[src/rtl/stream_mux_pkg.sv]
// Shared mode constants and output-stage state type for the stream multiplexor.
package stream_mux_pkg;

    localparam logic MUX_MODE_SEL = 1'b0;
    localparam logic MUX_MODE_RR  = 1'b1;

    typedef enum logic {
        EMPTY = 1'b0,
        FULL  = 1'b1
    } mux_state_t;

endpackage

[src/rtl/rr_arbiter.sv]
// Combinational round-robin picker: first requester after last_grant, wrapping modulo NUM_CH.
// Zero latency; en=0 suppresses any grant so the caller can apply output backpressure.
module rr_arbiter #(
    parameter int NUM_CH = 4,
    parameter int SEL_W  = $clog2(NUM_CH)
) (
    input  logic [NUM_CH-1:0] req,
    input  logic [SEL_W-1:0]  last_grant,
    input  logic              en,
    output logic              gnt_valid,
    output logic [SEL_W-1:0]  gnt_idx
);

    logic [SEL_W-1:0] cand;

    always_comb begin
        gnt_valid = 1'b0;
        gnt_idx   = '0;
        cand      = '0;
        // Offsets 1..NUM_CH so the previous winner is considered last.
        for (int k = 1; k <= NUM_CH; k++) begin
            cand = SEL_W'((int'(last_grant) + k) % NUM_CH);
            if (en && !gnt_valid && req[cand]) begin
                gnt_valid = 1'b1;
                gnt_idx   = cand;
            end
        end
    end

endmodule

[src/rtl/stream_mux_rr.sv]
// NUM_CH:1 valid/ready stream mux, external select or round-robin; beat_cnt port exists only with MUX_CNT_EN.
// One-cycle registered output; a stalled output holds its beat and drops every in_ready.
module stream_mux_rr
    import stream_mux_pkg::*;
#(
    parameter int NUM_CH = 4,
    parameter int DATA_W = 8,
    parameter int SEL_W  = $clog2(NUM_CH)
) (
    input  logic                     clk,
    input  logic                     rst_n,
    input  logic                     mode,
    input  logic [SEL_W-1:0]         sel,
    input  logic [NUM_CH-1:0]        in_valid,
    input  logic [NUM_CH*DATA_W-1:0] in_data,
    output logic [NUM_CH-1:0]        in_ready,
    output logic                     out_valid,
    output logic [DATA_W-1:0]        out_data,
    output logic [SEL_W-1:0]         out_ch,
    input  logic                     out_ready
`ifdef MUX_CNT_EN
    ,
    output logic [15:0]              beat_cnt
`endif
);

    mux_state_t       state;
    logic [SEL_W-1:0] last_grant;
    logic             load_en;
    logic             sel_hit;
    logic             arb_valid;
    logic [SEL_W-1:0] arb_idx;
    logic             gnt_valid;
    logic [SEL_W-1:0] gnt_idx;
    logic [DATA_W-1:0] ch_data [NUM_CH];

    assign load_en = !out_valid || out_ready;

    always_comb begin
        for (int i = 0; i < NUM_CH; i++) begin
            ch_data[i] = in_data[i*DATA_W +: DATA_W];
        end
    end

    rr_arbiter #(
        .NUM_CH (NUM_CH),
        .SEL_W  (SEL_W)
    ) u_arb (
        .req        (in_valid),
        .last_grant (last_grant),
        .en         (load_en && (mode == MUX_MODE_RR)),
        .gnt_valid  (arb_valid),
        .gnt_idx    (arb_idx)
    );

    // An out-of-range sel never indexes in_valid, so it can never grant.
    always_comb begin
        sel_hit = 1'b0;
        if (int'(sel) < NUM_CH) begin
            sel_hit = in_valid[sel];
        end
        if (mode == MUX_MODE_RR) begin
            gnt_valid = arb_valid;
            gnt_idx   = arb_idx;
        end else begin
            gnt_valid = load_en && sel_hit;
            gnt_idx   = sel;
        end
    end

    always_comb begin
        in_ready = '0;
        for (int i = 0; i < NUM_CH; i++) begin
            in_ready[i] = gnt_valid && (gnt_idx == SEL_W'(i));
        end
    end

    always_ff @(posedge clk) begin
        if (!rst_n) begin
            state      <= EMPTY;
            out_valid  <= 1'b0;
            out_data   <= '0;
            out_ch     <= '0;
            last_grant <= SEL_W'(NUM_CH - 1);
        end else begin
            if (gnt_valid) begin
                out_data   <= ch_data[gnt_idx];
                out_ch     <= gnt_idx;
                last_grant <= gnt_idx;
            end
            case (state)
                EMPTY: begin
                    if (gnt_valid) begin
                        state     <= FULL;
                        out_valid <= 1'b1;
                    end
                end
                FULL: begin
                    // A grant in FULL implies out_ready, so the new beat replaces the old one.
                    if (out_ready && !gnt_valid) begin
                        state     <= EMPTY;
                        out_valid <= 1'b0;
                    end
                end
                default: begin
                    state     <= EMPTY;
                    out_valid <= 1'b0;
                end
            endcase
        end
    end

`ifdef MUX_CNT_EN
    always_ff @(posedge clk) begin
        if (!rst_n) begin
            beat_cnt <= '0;
        end else if (out_valid && out_ready) begin
            beat_cnt <= beat_cnt + 16'd1;
        end
    end
`endif

endmodule
[config.mk]
export PLATFORM = sky130hd
export DESIGN_NAME = stream_mux_rr
export DESIGN_NICKNAME = d
export VERILOG_FILES = /design/src/rtl/stream_mux_pkg.sv /design/src/rtl/rr_arbiter.sv /design/src/rtl/stream_mux_rr.sv
export SDC_FILE = /design/constraint.sdc
export NUM_CORES = 1
export LEC_CHECK = 0
export CELL_PAD_IN_SITES_DETAIL_PLACEMENT = 1
export CELL_PAD_IN_SITES_GLOBAL_PLACEMENT = 1
export CORE_MARGIN = 5
export CORE_UTILIZATION = 25
export CTS_BUF_LIST = sky130_fd_sc_hd__clkbuf_4 sky130_fd_sc_hd__clkbuf_8 sky130_fd_sc_hd__clkbuf_16
export CTS_CLUSTER_DIAMETER = 40
export DETAILED_ROUTE_END_ITERATION = 8
export PLACE_DENSITY = 0.8
export SLEW_MARGIN = 20
export SYNTH_ARGS = -nofsm -noshare
export SYNTH_HDL_FRONTEND = slang
export SYNTH_HIERARCHICAL = 1
export SYNTH_SLANG_ARGS = --single-unit
export TNS_END_PERCENT = 5
[constraint.sdc]
create_clock -name clk -period 2.1 [get_ports clk]
set_input_delay 0.42 -clock clk [delete_from_list [all_inputs] [get_ports clk]]
set_output_delay 0.42 -clock clk [all_outputs]
set_load 0.01 [all_outputs]
==> Yosys cells after proc, flatten, opt, wreduce, memory -nomap -nowiden <==
Cells that the tools add are included.
{ "word_totals": {"regBits": 14, "inputBits": 42, "elab_cells": 73} }
{ "classes": {"n_addsub": 4, "n_lt_le_gt_ge": 6, "n_eq_ne": 5, "n_mux": 29, "bitwise": 2, "n_reduce_logical": 22} }
{ "op_table": {"columns": ["op", "n"], "rows": [
  ["binary-select mux 8 bit (select 2 bit)", 1],
  ["two-way mux 8 bit", 2],
  ["less-than comparator 2 x 3 -> 1 bit (second input constant)", 5],
  ["logical AND 1 bit", 14],
  ["two-way mux 1 bit", 14],
  ["binary-select mux 1 bit (select 2 bit)", 5],
  ["two-way mux 2 bit", 5],
  ["logical NOT 1 bit", 5],
  ["adder 2 x 1 -> 2 bit (second input constant)", 2],
  ["adder 2 bit (second input constant)", 2],
  ["equality test 2 bit (second input constant)", 2],
  ["case mux 1 bit (2 select lines)", 2],
  ["greater-or-equal comparator 3 bit (second input constant)", 1],
  ["NOT 2 -> 3 bit", 1],
  ["equality test 2 x 1 -> 1 bit (second input constant)", 1],
  ["logical NOT 2 bit", 1],
  ["!= test 2 x 1 -> 1 bit (second input constant)", 1],
  ["!= test 2 bit (second input constant)", 1],
  ["AND reduction 2 bit", 1],
  ["logical OR 1 bit", 1],
  ["NOT 1 bit", 1]
]} }

==> Logic depth before layout (Yosys ltp) <==
{ "logic_depth": {"word_depth": 22, "ltp_mapped": 10, "depth_no_buf": 8} }

==> Hierarchy <==
Netlist, hierarchy kept.
{ "by_module_without_submodules": {"columns": ["module", "n_inst", "cells_each", "area_each_um2"], "rows": [
  ["stream_mux_rr", 1, 89, 944.7],
  ["rr_arbiter", 1, 17, 96.3]
]} }

==> Least setup slack after synthesis <==
OpenSTA, ideal clock, no wires.
{ "synth_path": {"path_kind": "input -> output", "from": "input port out_ready", "to": "output port in_ready[2]", "t_arrival_ns": 1.850, "t_required_ns": 1.680, "slack_ns": -0.170, "cell_stages": 7, "path_buffers": 1, "cell_sequence": "nand2b_1 and2_1 inv_1 o22ai_1 mux2i_1 clkbuf_1 nor3b_1"} }
{ "synth_via": {"elab_chain_cells": 19, "elab_cells_between_ends": 25, "cone_classes": "eq/ne (1); mux (10); reduce/logical (14)"} }
{ "synth_lines": {"columns": ["item", "line_no", "rtl"], "rows": [
  ["from (decl)", "stream_mux_rr.sv:20", "input logic out_ready"],
  ["logical OR 1 bit (*)", "stream_mux_rr.sv:37", "assign load_en = !out_valid || out_ready;"],
  ["logical AND 1 bit (*)", "stream_mux_rr.sv:51", ".en (load_en && (mode == MUX_MODE_RR)),"],
  ["logical AND 1 bit", "rr_arbiter.sv:23", "if (en && !gnt_valid && req[cand]) begin"],
  ["two-way mux 1 bit", "rr_arbiter.sv:23", null],
  ["logical NOT 1 bit", "rr_arbiter.sv:23", null],
  ["logical AND 1 bit (2 in series)", "rr_arbiter.sv:23", null],
  ["two-way mux 1 bit", "rr_arbiter.sv:23", null],
  ["logical NOT 1 bit", "rr_arbiter.sv:23", null],
  ["logical AND 1 bit (2 in series)", "rr_arbiter.sv:23", null],
  ["two-way mux 1 bit", "rr_arbiter.sv:23", null],
  ["logical NOT 1 bit", "rr_arbiter.sv:23", null],
  ["logical AND 1 bit (2 in series)", "rr_arbiter.sv:23", null],
  ["two-way mux 2 bit (*)", "rr_arbiter.sv:23", null],
  ["via arb_idx[0]", "stream_mux_rr.sv:32", "logic [SEL_W-1:0] arb_idx;"],
  ["two-way mux 2 bit (*)", "stream_mux_rr.sv:62", "if (mode == MUX_MODE_RR) begin"],
  ["equality test 2 bit (*)", "stream_mux_rr.sv:74", "in_ready[i] = gnt_valid && (gnt_idx == SEL_W'(i));"],
  ["logical AND 1 bit (*)", "stream_mux_rr.sv:74", null],
  ["to (decl)", "stream_mux_rr.sv:16", "output logic [NUM_CH-1:0] in_ready,"]
]} }
Mark *: on every way through the listed nets, which the timed path passes. The rest lies on a longest branch.

==> Worst setup path in the final report <==
{ "layout_path": {"from": "register last_grant[1]", "to": "output port in_ready[2]"} }
{ "layout_via": {"elab_chain_cells": 20, "elab_cells_between_ends": 34, "cone_classes": "add/sub (4); eq/ne (1); mux (18); reduce/logical (11)"} }
{ "layout_lines": {"columns": ["item", "line_no", "rtl"], "rows": [
  ["from (decl)", "stream_mux_rr.sv:28", "logic [SEL_W-1:0] last_grant;"],
  ["from (signal assigned)", "stream_mux_rr.sv:84", "last_grant <= SEL_W'(NUM_CH - 1);"],
  ["from (signal assigned)", "stream_mux_rr.sv:89", "last_grant <= gnt_idx;"],
  ["adder 2 x 1 -> 2 bit", "rr_arbiter.sv:22", "cand = SEL_W'((int'(last_grant) + k) % NUM_CH);"],
  ["binary-select mux 1 bit (select 2 bit)", "rr_arbiter.sv:23", null],
  ["two-way mux 1 bit (implied by the code)", "rr_arbiter.sv:23", null],
  ["logical AND 1 bit", "rr_arbiter.sv:23", null],
  ["two-way mux 1 bit", "rr_arbiter.sv:23", null],
  ["logical NOT 1 bit", "rr_arbiter.sv:23", null],
  ["logical AND 1 bit (2 in series)", "rr_arbiter.sv:23", null],
  ["two-way mux 1 bit", "rr_arbiter.sv:23", null],
  ["[... 3 more ...]", null, null],
  ["two-way mux 1 bit", "rr_arbiter.sv:23", null],
  ["logical NOT 1 bit", "rr_arbiter.sv:23", null],
  ["logical AND 1 bit (2 in series)", "rr_arbiter.sv:23", null],
  ["two-way mux 2 bit (*)", "rr_arbiter.sv:23", null],
  ["via arb_idx[0]", "stream_mux_rr.sv:32", null],
  ["two-way mux 2 bit (*)", "stream_mux_rr.sv:62", null],
  ["equality test 2 bit (*)", "stream_mux_rr.sv:74", null],
  ["logical AND 1 bit (*)", "stream_mux_rr.sv:74", null]
]} }
Mark *: on every way through the listed nets, which the timed path passes. The rest lies on a longest branch. The select of a mux whose other input is x is not followed.

==> qor.csv <==
metric,value,unit
setup_viol,3,
finClkSkew,0.00458,ns
fin_ws,-0.124,ns
grt_pass1_wl,6310,um
wire_per_inst,17.3,um
cts_buffers,3,
fmax,450,MHz
violations,negative setup slack,
worst_hold_path_type,reg2reg,
tightest_slew,0.224,ns
critPathRequiredTime,1.68,ns
grt_pass1_vias,1295,
start_kind,register,
cellPowerDensity,549,nW/um^2
grt-ovfl-total,0,
worstReg2RegEnd,out_data[1]$_SDFFE_PN0P_,
die_w,74.5,um
fin_area,1890,um^2
htree_levels,1,
synth_cell_types,30,
maxSlewViolCount,0,
r2r_slack,0.11,ns
yosysTopAreaCell,dfxtp_1,
dieHeight,74.5,um
syn-cell-area,1040,um^2
ys_seq_area_share,26.9,%
clk_latency,0.24,ns
core,4030,um^2
path_class,reg2out,
arrival,1.80,ns
start_util,25.8,%
status,"complete, but fails checks",
drt_iter0_drc,22,
worst_slew_margin_rel,84.8,%
dp_hpwl,3120,um
vias,1109,
die-area,5550,um^2
gp_congestion,0.909,
syn_to_final_growth,81.5,%
drive_above_1_share,42.5,%
rows,23,
fin_crit_sh,106,%
syn_area_per_cell,9.82,um^2
dpl_cell_area,1740,um^2
path_clk_slew,0.06,ns
dr.pass1.iters,4,
hold_viol,0,
portBuffers,56,
p_leak,0.819,nW
mostFrequentLayoutCell,clkdlybuf4s50_1,
cts-root-buf,clkbuf_8,
clockBufferDepth,2,
r2r_start,last_grant[1]$_SDFFE_PN1P_,
ys_ff_latch,14,
synth_area_leaders,"dfxtp_1 27%, mux2i_1 18%, mux2_2 8.7%",
syn_nets,148,
grt_use_total,15.3,%
cp-end-kind,output port,
ys_warn_count,6,
fin_crit,2.22,ns
diodes,0,
worstPathMaxFanout,5,
holdPathStages,2,
fin_total_pwr,1.04,mW
drc_errors,0,
timing.max_cap.violations,0,
ant_nets,0,
hold_start,out_data[0]$_SDFFE_PN0P_,
synth_top_area_share,26.9,%
cts_tree,yes,
pin_count,57,
grt_antenna_before_repair,0,
ir_drop,0.212,mV
grt_max_degree,17,
rsz0062_at_grt,yes,
worstRegToRegCells,9,
syn-instance-count,106,
num-nets-final,224,
cts.sink_count,14,
crit_start,last_grant[1]$_SDFFE_PN1P_,
viasPerCell,4.80,
pre_cts_slack,-1.02,ns
final_cell_mix,"44 x clkdlybuf4s50_1, 20 x buf_4, 18 x mux2i_1",
routed_wl,3990,um
num-fill-cells,471,
hold_path_end,out_data[0]$_SDFFE_PN0P_,
## synth_stat cells
| master | n |
|---|---|
| buf_8 | 1 |
| dfxtp_1 | 14 |
| nor4_1 | 1 |
| clkbuf_1 | 1 |
| o21a_1 | 1 |
| buf_4 | 2 |
| o21ai_1 | 3 |
| inv_1 | 5 |
| nor2b_1 | 8 |
| or2b_4 | 1 |
| a221oi_1 | 1 |
| a31oi_1 | 1 |
| nor2_1 | 2 |
| mux2i_1 | 19 |
| mux4_2 | 1 |
| nand2b_1 | 3 |
| o21ai_2 | 8 |
| a2bb2oi_1 | 1 |
| a21oi_1 | 2 |
| and2_1 | 3 |
| mux2_2 | 8 |
| nor3_1 | 3 |
| nor3b_1 | 1 |
| buf_6 | 2 |
| o21ai_0 | 1 |
| o22ai_1 | 2 |
| nand3_1 | 1 |
| nand3_2 | 7 |
| a31oi_4 | 1 |
| nand2_1 | 2 |
## repair_timing
item | in CTS | in global routing
pin swaps | 7 | 3
setup endpoints to repair | 18 | 6
hold buffers | 0 | 0
buffers inserted | 6 | 2
gates resized for setup | 60 | 7
hold endpoints to repair | 0 | 0
## cell type report
cell class                 instances  area, um^2  area share, %
multi-input combinational         81         781           41.3
timing repair buffer              77         688           36.4
sequential                        14         284           15.0
tap                               50        62.6           3.31
clock buffer                       4        55.1           2.91
inverter                           5        18.8          0.993
## registers in the layout, summed over array words and instances, names as in the netlist
name        count
state           1
out_ch          2
out_data        8
last_grant      2
out_valid       1
## per-layer routing
| layer | GRT usage [%] | share of wire (%) | routed length (um) |
|---|---|---|---|
| met1 | 14.8 | 34 | 1380 |
| met2 | 30.3 | 57 | 2280 |
| met5 | 0 | 0 | 0 |
| met3 | 3.78 | 5.7 | 227 |
| met4 | 6.32 | 2.9 | 114 |
## worst max-delay path, stage by stage (launching register included)
cell and delay [ns]:
dfxtp_4 0.36, mux2i_1 0.23, a2bb2oi_2 0.16, o22ai_1 0.08, mux2i_1 0.16, buf_4 0.18
nor3b_4 0.22, buf_2 0.17
## per-stage QoR
step           std cells  utilization (%)   TNS, ns  hold WS (ns)
2_1_floorplan        106                -  -0.00957         0.463
3_3_place_gp         220             43.2     -8.02         0.454
3_5_place_dp         220             43.2     -9.63         0.462
4_1_cts              229             46.1    -0.259         0.471
5_1_grt              231             46.9    -0.498         0.489
6_report             231             46.9    -0.259         0.463
## how the worst max path moves through the flow
stage / to
after floorplan: in_ready[1]
after global placement: in_ready[3]
after detailed placement: in_ready[3]
after CTS: in_ready[2]
after global routing: in_ready[2]
final: in_ready[2]
## logic make-up (layout without fill, tap and decap cells)
kind of cell           count (synthesis)  after routing  synth area share, %
AOI/OAI and AO/OA                     21             21                 15.9
DFF                                   14             14                 26.9
muxes                                 28             28                 29.1
and+or+nand+nor                       32             32                 20.9
buffers and inverters                 11             86                 7.21
## where the power goes
part | leakage [nW] | internal [mW] | total (mW) | switching [mW]
sequential | 0.116 | 0.296 | 0.320 | 0.0240
clock | 0.0288 | 0.166 | 0.261 | 0.0953
combinational | 0.675 | 0.266 | 0.455 | 0.190
Power figures use the tool's default switching activity.
==> variant 1, RTL diff (same flow settings) <==
`NUM_CH` is set to 4 in 2 places; all go to 2.
--- a/src/rtl/rr_arbiter.sv
+++ b/src/rtl/rr_arbiter.sv
@@ -1,7 +1,7 @@
 // Combinational round-robin picker: first requester after last_grant, wrapping modulo NUM_CH.
 // Zero latency; en=0 suppresses any grant so the caller can apply output backpressure.
 module rr_arbiter #(
-    parameter int NUM_CH = 4,
+    parameter int NUM_CH = 2,
     parameter int SEL_W  = $clog2(NUM_CH)
 ) (
     input  logic [NUM_CH-1:0] req,
--- a/src/rtl/stream_mux_rr.sv
+++ b/src/rtl/stream_mux_rr.sv
@@ -3,7 +3,7 @@
 module stream_mux_rr
     import stream_mux_pkg::*;
 #(
-    parameter int NUM_CH = 4,
+    parameter int NUM_CH = 2,
     parameter int DATA_W = 8,
     parameter int SEL_W  = $clog2(NUM_CH)
 ) (
Interface: changed (5 resized); port bits go from 57 to 35. The function was not compared with the original's and may differ.
==> variant 1 against the unedited design <==
Total power shrank 33%. Area after synthesis shrank 39%. Clock power shrank 26%. Cell area shrank 40%. Combinational power shrank 49%. Largest cell class is now buffers. Worst setup slack gained 240 ps. Largest power group is now registers. Highest routed layer unchanged. Critical path depth grew 2. Global-route usage shrank 2.3 points. Routed wire length shrank 44%. Via count shrank 35%. Final cell count shrank 36%. Sequential cell count shrank 2. Register-to-register slack gained 310 ps.
==> variant 1: results (changes against the unedited design) <==
Parameter                              Value

Timing
  Relative slew margins ... 0.7347 (-0.1129)
  Worst hold slack ... 483.4 ps (+20.44 ps)

GRT
  Via count of the first global-routing pass ... 823 (-36%)
  Met2 usage in global routing ... 0.2423 (-0.06113)
  Maximum number of pins on one net before global-route repair ... 11 (-6)
  Global-route wire length before repair ... 3581 um (-43%)
  Global-route met3 utilization ... 0.03024 (-0.007600)

Finish
  Non-CTS buffers ... 49 (-36%)
  Filler cells ... 310 (-34%)
  Nonclk inv count ... 4 (-1)
  Fraction of layout cells with a size suffix above 1 ... 0.2564 (-0.1690)
  Non-clk buf share ... 0.3856 (+0.02140)
  Final std cells w/o fill ... 147 (-36%)
  Reg area ... 240.2 um^2 (-15%)
  Footprint of the multi-input gates ... 366.6 um^2 (-53%)

Synthesis
  Gate count after technology mapping ... 67 (-37%)
  List of most frequent post-synthesis cells ... sky130_fd_sc_hd__dfxtp_1 (12), sky130_fd_sc_hd__nor2_1 (10), sky130_fd_sc_hd__a221oi_1 (8), sky130_fd_sc_hd__mux2i_1 (8)
  Multiplexer area fraction after synthesis ... 0.1897 (-0.1011)
  Flops & latches, synth ... 12 (-2)
  Sequential-to-total area share from yosys stat ... 0.3794 (+0.1102)
  Main combinational cell family by area after synthesis ... compound AO/OA/AOI/OAI gates
  Synthesized net count ... 90 (-39%)

Pwr
  IR drop worst, VDD ... 0.3017 mV (+43%)
  Seq. pwr ... 267 uW (-17%)
  Static Leak ... 0.0004823 uW (-41%)
  Share of power burned in combinational logic ... 0.336 (-0.103)
  Power group with the largest share ... registers
  Overall power consumption ... 693.2 uW (-33%)

Routing
  Routed wire length on met3 ... 151 um (-33%)
  Sum of routed wire length over all layers ... 2231 um (-44%)
  Total met2 wirelength after detailed routing ... 1117 um (-51%)
  Ratio of routed vias to standard cells ... 4.932 (+2.7%)

Placed design
  Number of port buffers ... 34 (-39%)
  Dpl cell area ... 1090 um^2 (-37%)
  Post-detail-place hpwl ... 1754 um (-44%)
  Placer Congestion ... 0.7297 (-20%)

Worst setup path
  Max Fanout on Critical Path ... 4 (-1)
  Crit path max-delay cell type ... sky130_fd_sc_hd__dlygate4sd2_1
  Cell family with most CP delay ... buffers and inverters

Run status
  Outcome ... completed

Clock tree
  CTS root buf ... sky130_fd_sc_hd__clkbuf_4
variant 1: changes by cell type in the layout (fill, tap and decap cells not counted), sizes merged, moves of 6 or more:
| cell | delta |
|---|---|
| clkdlybuf4s50 | -17 |
| buf | -14 |
| o21ai | -11 |
| mux2i | -10 |
| a221oi | +8 |
| nor2 | +8 |
| nor2b | -8 |
| nand3 | -7 |
| mux2 | -6 |
variant 1: timing repair:
action / in CTS / in global routing
buffers inserted: 0 / 1
endpoints found under the setup margin: 2 / 1
gates resized for setup: 16 / 2
pin swaps: 2 / 0
cloned: 0 / 0
variant 1: path summary, 6_finish.rpt:
path	from	end	cells after the start
setup / recovery	mode	in_ready[0]	9
hold / removal	state$_SDFF_PN0_	state$_SDFF_PN0_	2
setup reg to reg	out_valid$_SDFFE_PN0P_	out_data[0]$_SDFFE_PN0P_	9
hold reg to reg	state$_SDFF_PN0_	state$_SDFF_PN0_	2
==> variant 2, RTL diff (same settings) <==
Made on the original files. Add an input register stage for `mode`, with the module's reset; this delays it by one clock. The other inputs are not delayed to match.
--- a/src/rtl/stream_mux_rr.sv
+++ b/src/rtl/stream_mux_rr.sv
@@ -24,6 +24,16 @@
 `endif
 );
 
+    logic mode_q;
+
+    always_ff @(posedge clk) begin
+        if (!rst_n) begin
+            mode_q <= '0;
+        end else begin
+            mode_q <= mode;
+        end
+    end
+
     mux_state_t       state;
     logic [SEL_W-1:0] last_grant;
     logic             load_en;
@@ -48,7 +58,7 @@
     ) u_arb (
         .req        (in_valid),
         .last_grant (last_grant),
-        .en         (load_en && (mode == MUX_MODE_RR)),
+        .en         (load_en && (mode_q == MUX_MODE_RR)),
         .gnt_valid  (arb_valid),
         .gnt_idx    (arb_idx)
     );
@@ -59,7 +69,7 @@
         if (int'(sel) < NUM_CH) begin
             sel_hit = in_valid[sel];
         end
-        if (mode == MUX_MODE_RR) begin
+        if (mode_q == MUX_MODE_RR) begin
             gnt_valid = arb_valid;
             gnt_idx   = arb_idx;
         end else begin
Behaviour: not the same (Yosys sat finds a counterexample within 4 cycles, from zero or initial values and one cycle with rst_n low).
==> variant 2 against the unedited design <==
The run still ends with setup timing left. Highest routed layer unchanged. Utilization shrank 1.3 points. Worst setup slack better by 45 ps. Total power shrank 5.2%. Die area increased by 1.2%. Routed wire length shrank 11%. Cell area fell by 2.1%. Clock skew down 2.6 ps. Sequential cell count increased by 1. Non-clock buffer count fell by 5. Global-route usage is 1.8 points lower. First-iteration DRC count increased by 23%. Hold slack worse by 20 ps. Area after synthesis up 1.4%. Synthesized cell count increased by 1.9%.
==> variant 2: results (changes against the unedited design) <==
Parameter                              Value

Finish
  Fraction of layout cells with a size suffix above 1 ... 0.3933 (-0.03216)
  Filler cells ... 462 (-1.9%)
  Number of nets in the finished design ... 221 (-1.3%)
  Count of antenna diodes in the layout ... 0 (unchanged)

Run status
  Outcome ... finished with violations
  Violations in the final reports ... setup timing

Worst setup path
  Cell family with most CP delay ... simple AND/OR/NAND/NOR gates
  Crit path arrival time ... 1760 ps (-40 ps)
  Worst reg-to-reg setup slack ... 160 ps (+50 ps)
  Worst R2R End ... out_data[5]$_SDFFE_PN0P_
  Largest stage delay on the critical path ... 360 ps (about the same)
  Max Fanout on Critical Path ... 3 (-2)

GRT
  Initial antenna violation count ... 0 (unchanged)
  Via count of the first global-routing pass ... 1222 (-5.6%)
  Total track usage ... 0.1356 (-0.01775)
  Global-route wire length before repair ... 5837 um (-7.4%)

Hold path
  Endpoint with the worst hold slack ... out_ch[1]$_SDFFE_PN0P_
  Hold wc startpoint ... out_ch[1]$_SDFFE_PN0P_
  Class of the worst hold path ... reg2reg

Placed design
  Post-detail-place hpwl ... 2924 um (-6.4%)
  Placer Congestion ... 0.8699 (-4.3%)
  Dpl cell area ... 1759 um^2 (+1.0%)
  Place WS ... -933.0 ps (+86.01 ps)

Synthesis
  Sequential-to-total area share from yosys stat ... 0.2844 (+0.01513)
  Async S/R FF share, synth ... 0 (unchanged)
  Synthesized net count ... 150 (+1.4%)
  List of most frequent post-synthesis cells ... sky130_fd_sc_hd__mux2i_1 (19), sky130_fd_sc_hd__dfxtp_1 (15), sky130_fd_sc_hd__mux2_2 (9), sky130_fd_sc_hd__nand3_1 (9), sky130_fd_sc_hd__o21ai_2 (8)
  Largest cells by area after synthesis ... sky130_fd_sc_hd__dfxtp_1 (28%), sky130_fd_sc_hd__mux2i_1 (18%), sky130_fd_sc_hd__mux2_2 (9.6%), sky130_fd_sc_hd__o21ai_2 (6.6%), sky130_fd_sc_hd__nand3_1 (4.3%)
  Number of distinct library cells after synthesis ... 31 (+3.3%)

Routing
  Vias ... 1108 (-0.090%)
  Initial DRC Count ... 27 (+23%)
  Routed length per placed instance ... 15.62 um (-9.6%)

Timing
  Fin Setup TNS ... -168.3 ps (+90.49 ps)
  Worst setup slack after layout ... -79.54 ps (+44.81 ps)
  Relative slew margins ... 0.7859 (-0.06171)
  Worst hold slack ... 442.7 ps (-20.30 ps)
  Number of failing setup endpoints in the final timing report ... 4 (+1)
  Final Skew ... 1.959 ps (-2.621 ps)

Clock tree
  Clk_lat worst skew ... approximately 250 ps
  Register clock-pin slew on the reported worst setup and hold paths ... 60 ps (about the same)

Pwr
  IR drop worst, VDD ... 0.2138 mV (+1.0%)
  Static Leak ... 0.0007832 uW (-4.4%)
variant 2: timing repair:
item | CTS | global route
pin swaps | 5 | 1
resized for setup | 53 | 3
endpoints found under the setup margin | 16 | 12
setup buffers | 0 | 0
variant 2: cells by family (layout without fill, tap and decap cells):
family	after synthesis	in the layout	synth area share
simple gates	31	31	0.1647
mux	30	30	0.3104
compound gates	21	21	0.1564
buf+inv	11	81	0.08412
flops	15	15	0.2844
variant 2: cell type report:
cell class	instances	area, um^2	share of cell area
clock buffer	4	48.80	0.02639
inverter	5	18.77	0.01015
multi-input combinational	82	754.5	0.4080
sequential	15	304.0	0.1644
tap	50	62.56	0.03383
timing repair buffer	72	660.6	0.3572
variant 2: worst register-to-register path: cells and delay by family, from the launching register on:
family | cells | cell delay (ps)
AO/OA/AOI/OAI | 3 | 370
flip-flops | 1 | 360
buffers and inverters | 2 | 370
multiplexers | 4 | 770
variant 2: worst max-delay path by stage:
stage / startpoint / endpoint / slack, ps / depth (start not counted)
3_5_place_dp: in_valid[0] / in_ready[3] / -930 / 7
4_1_cts: last_grant[1]$_SDFFE_PN1P_ / in_ready[2] / -90 / 7
5_1_grt: last_grant[1]$_SDFFE_PN1P_ / in_ready[2] / -180 / 7
2_1_floorplan: out_ready / in_ready[0] / -20 / 9
3_3_place_gp: in_valid[0] / in_ready[3] / -870 / 7
6_report: last_grant[1]$_SDFFE_PN1P_ / in_ready[2] / -80 / 7
variant 2: per-layer routing:
metal,vias up,share of wire,GRT usage
met5,-,0,0
met4,0,0.018,0.03755
met3,9,0.086,0.04272
met2,45,0.51,0.2495
met1,522,0.38,0.1486
li1,532,-,-
variant 2: through the flow:
step	std cells	power, uW
6_report	228	982.9
5_1_grt	228	1047
2_1_floorplan	108	539.8
3_3_place_gp	224	726.6
3_5_place_dp	224	733.5
4_1_cts	228	994.4
variant 2: report_power, final:
group	leakage, uW	internal, uW	switching, uW	total [uW]
clock	0.0000262	147	97.3	245
combinational	0.000633	239	163	401
sequential	0.000124	316	21.0	337
total	0.000783	702	281	983
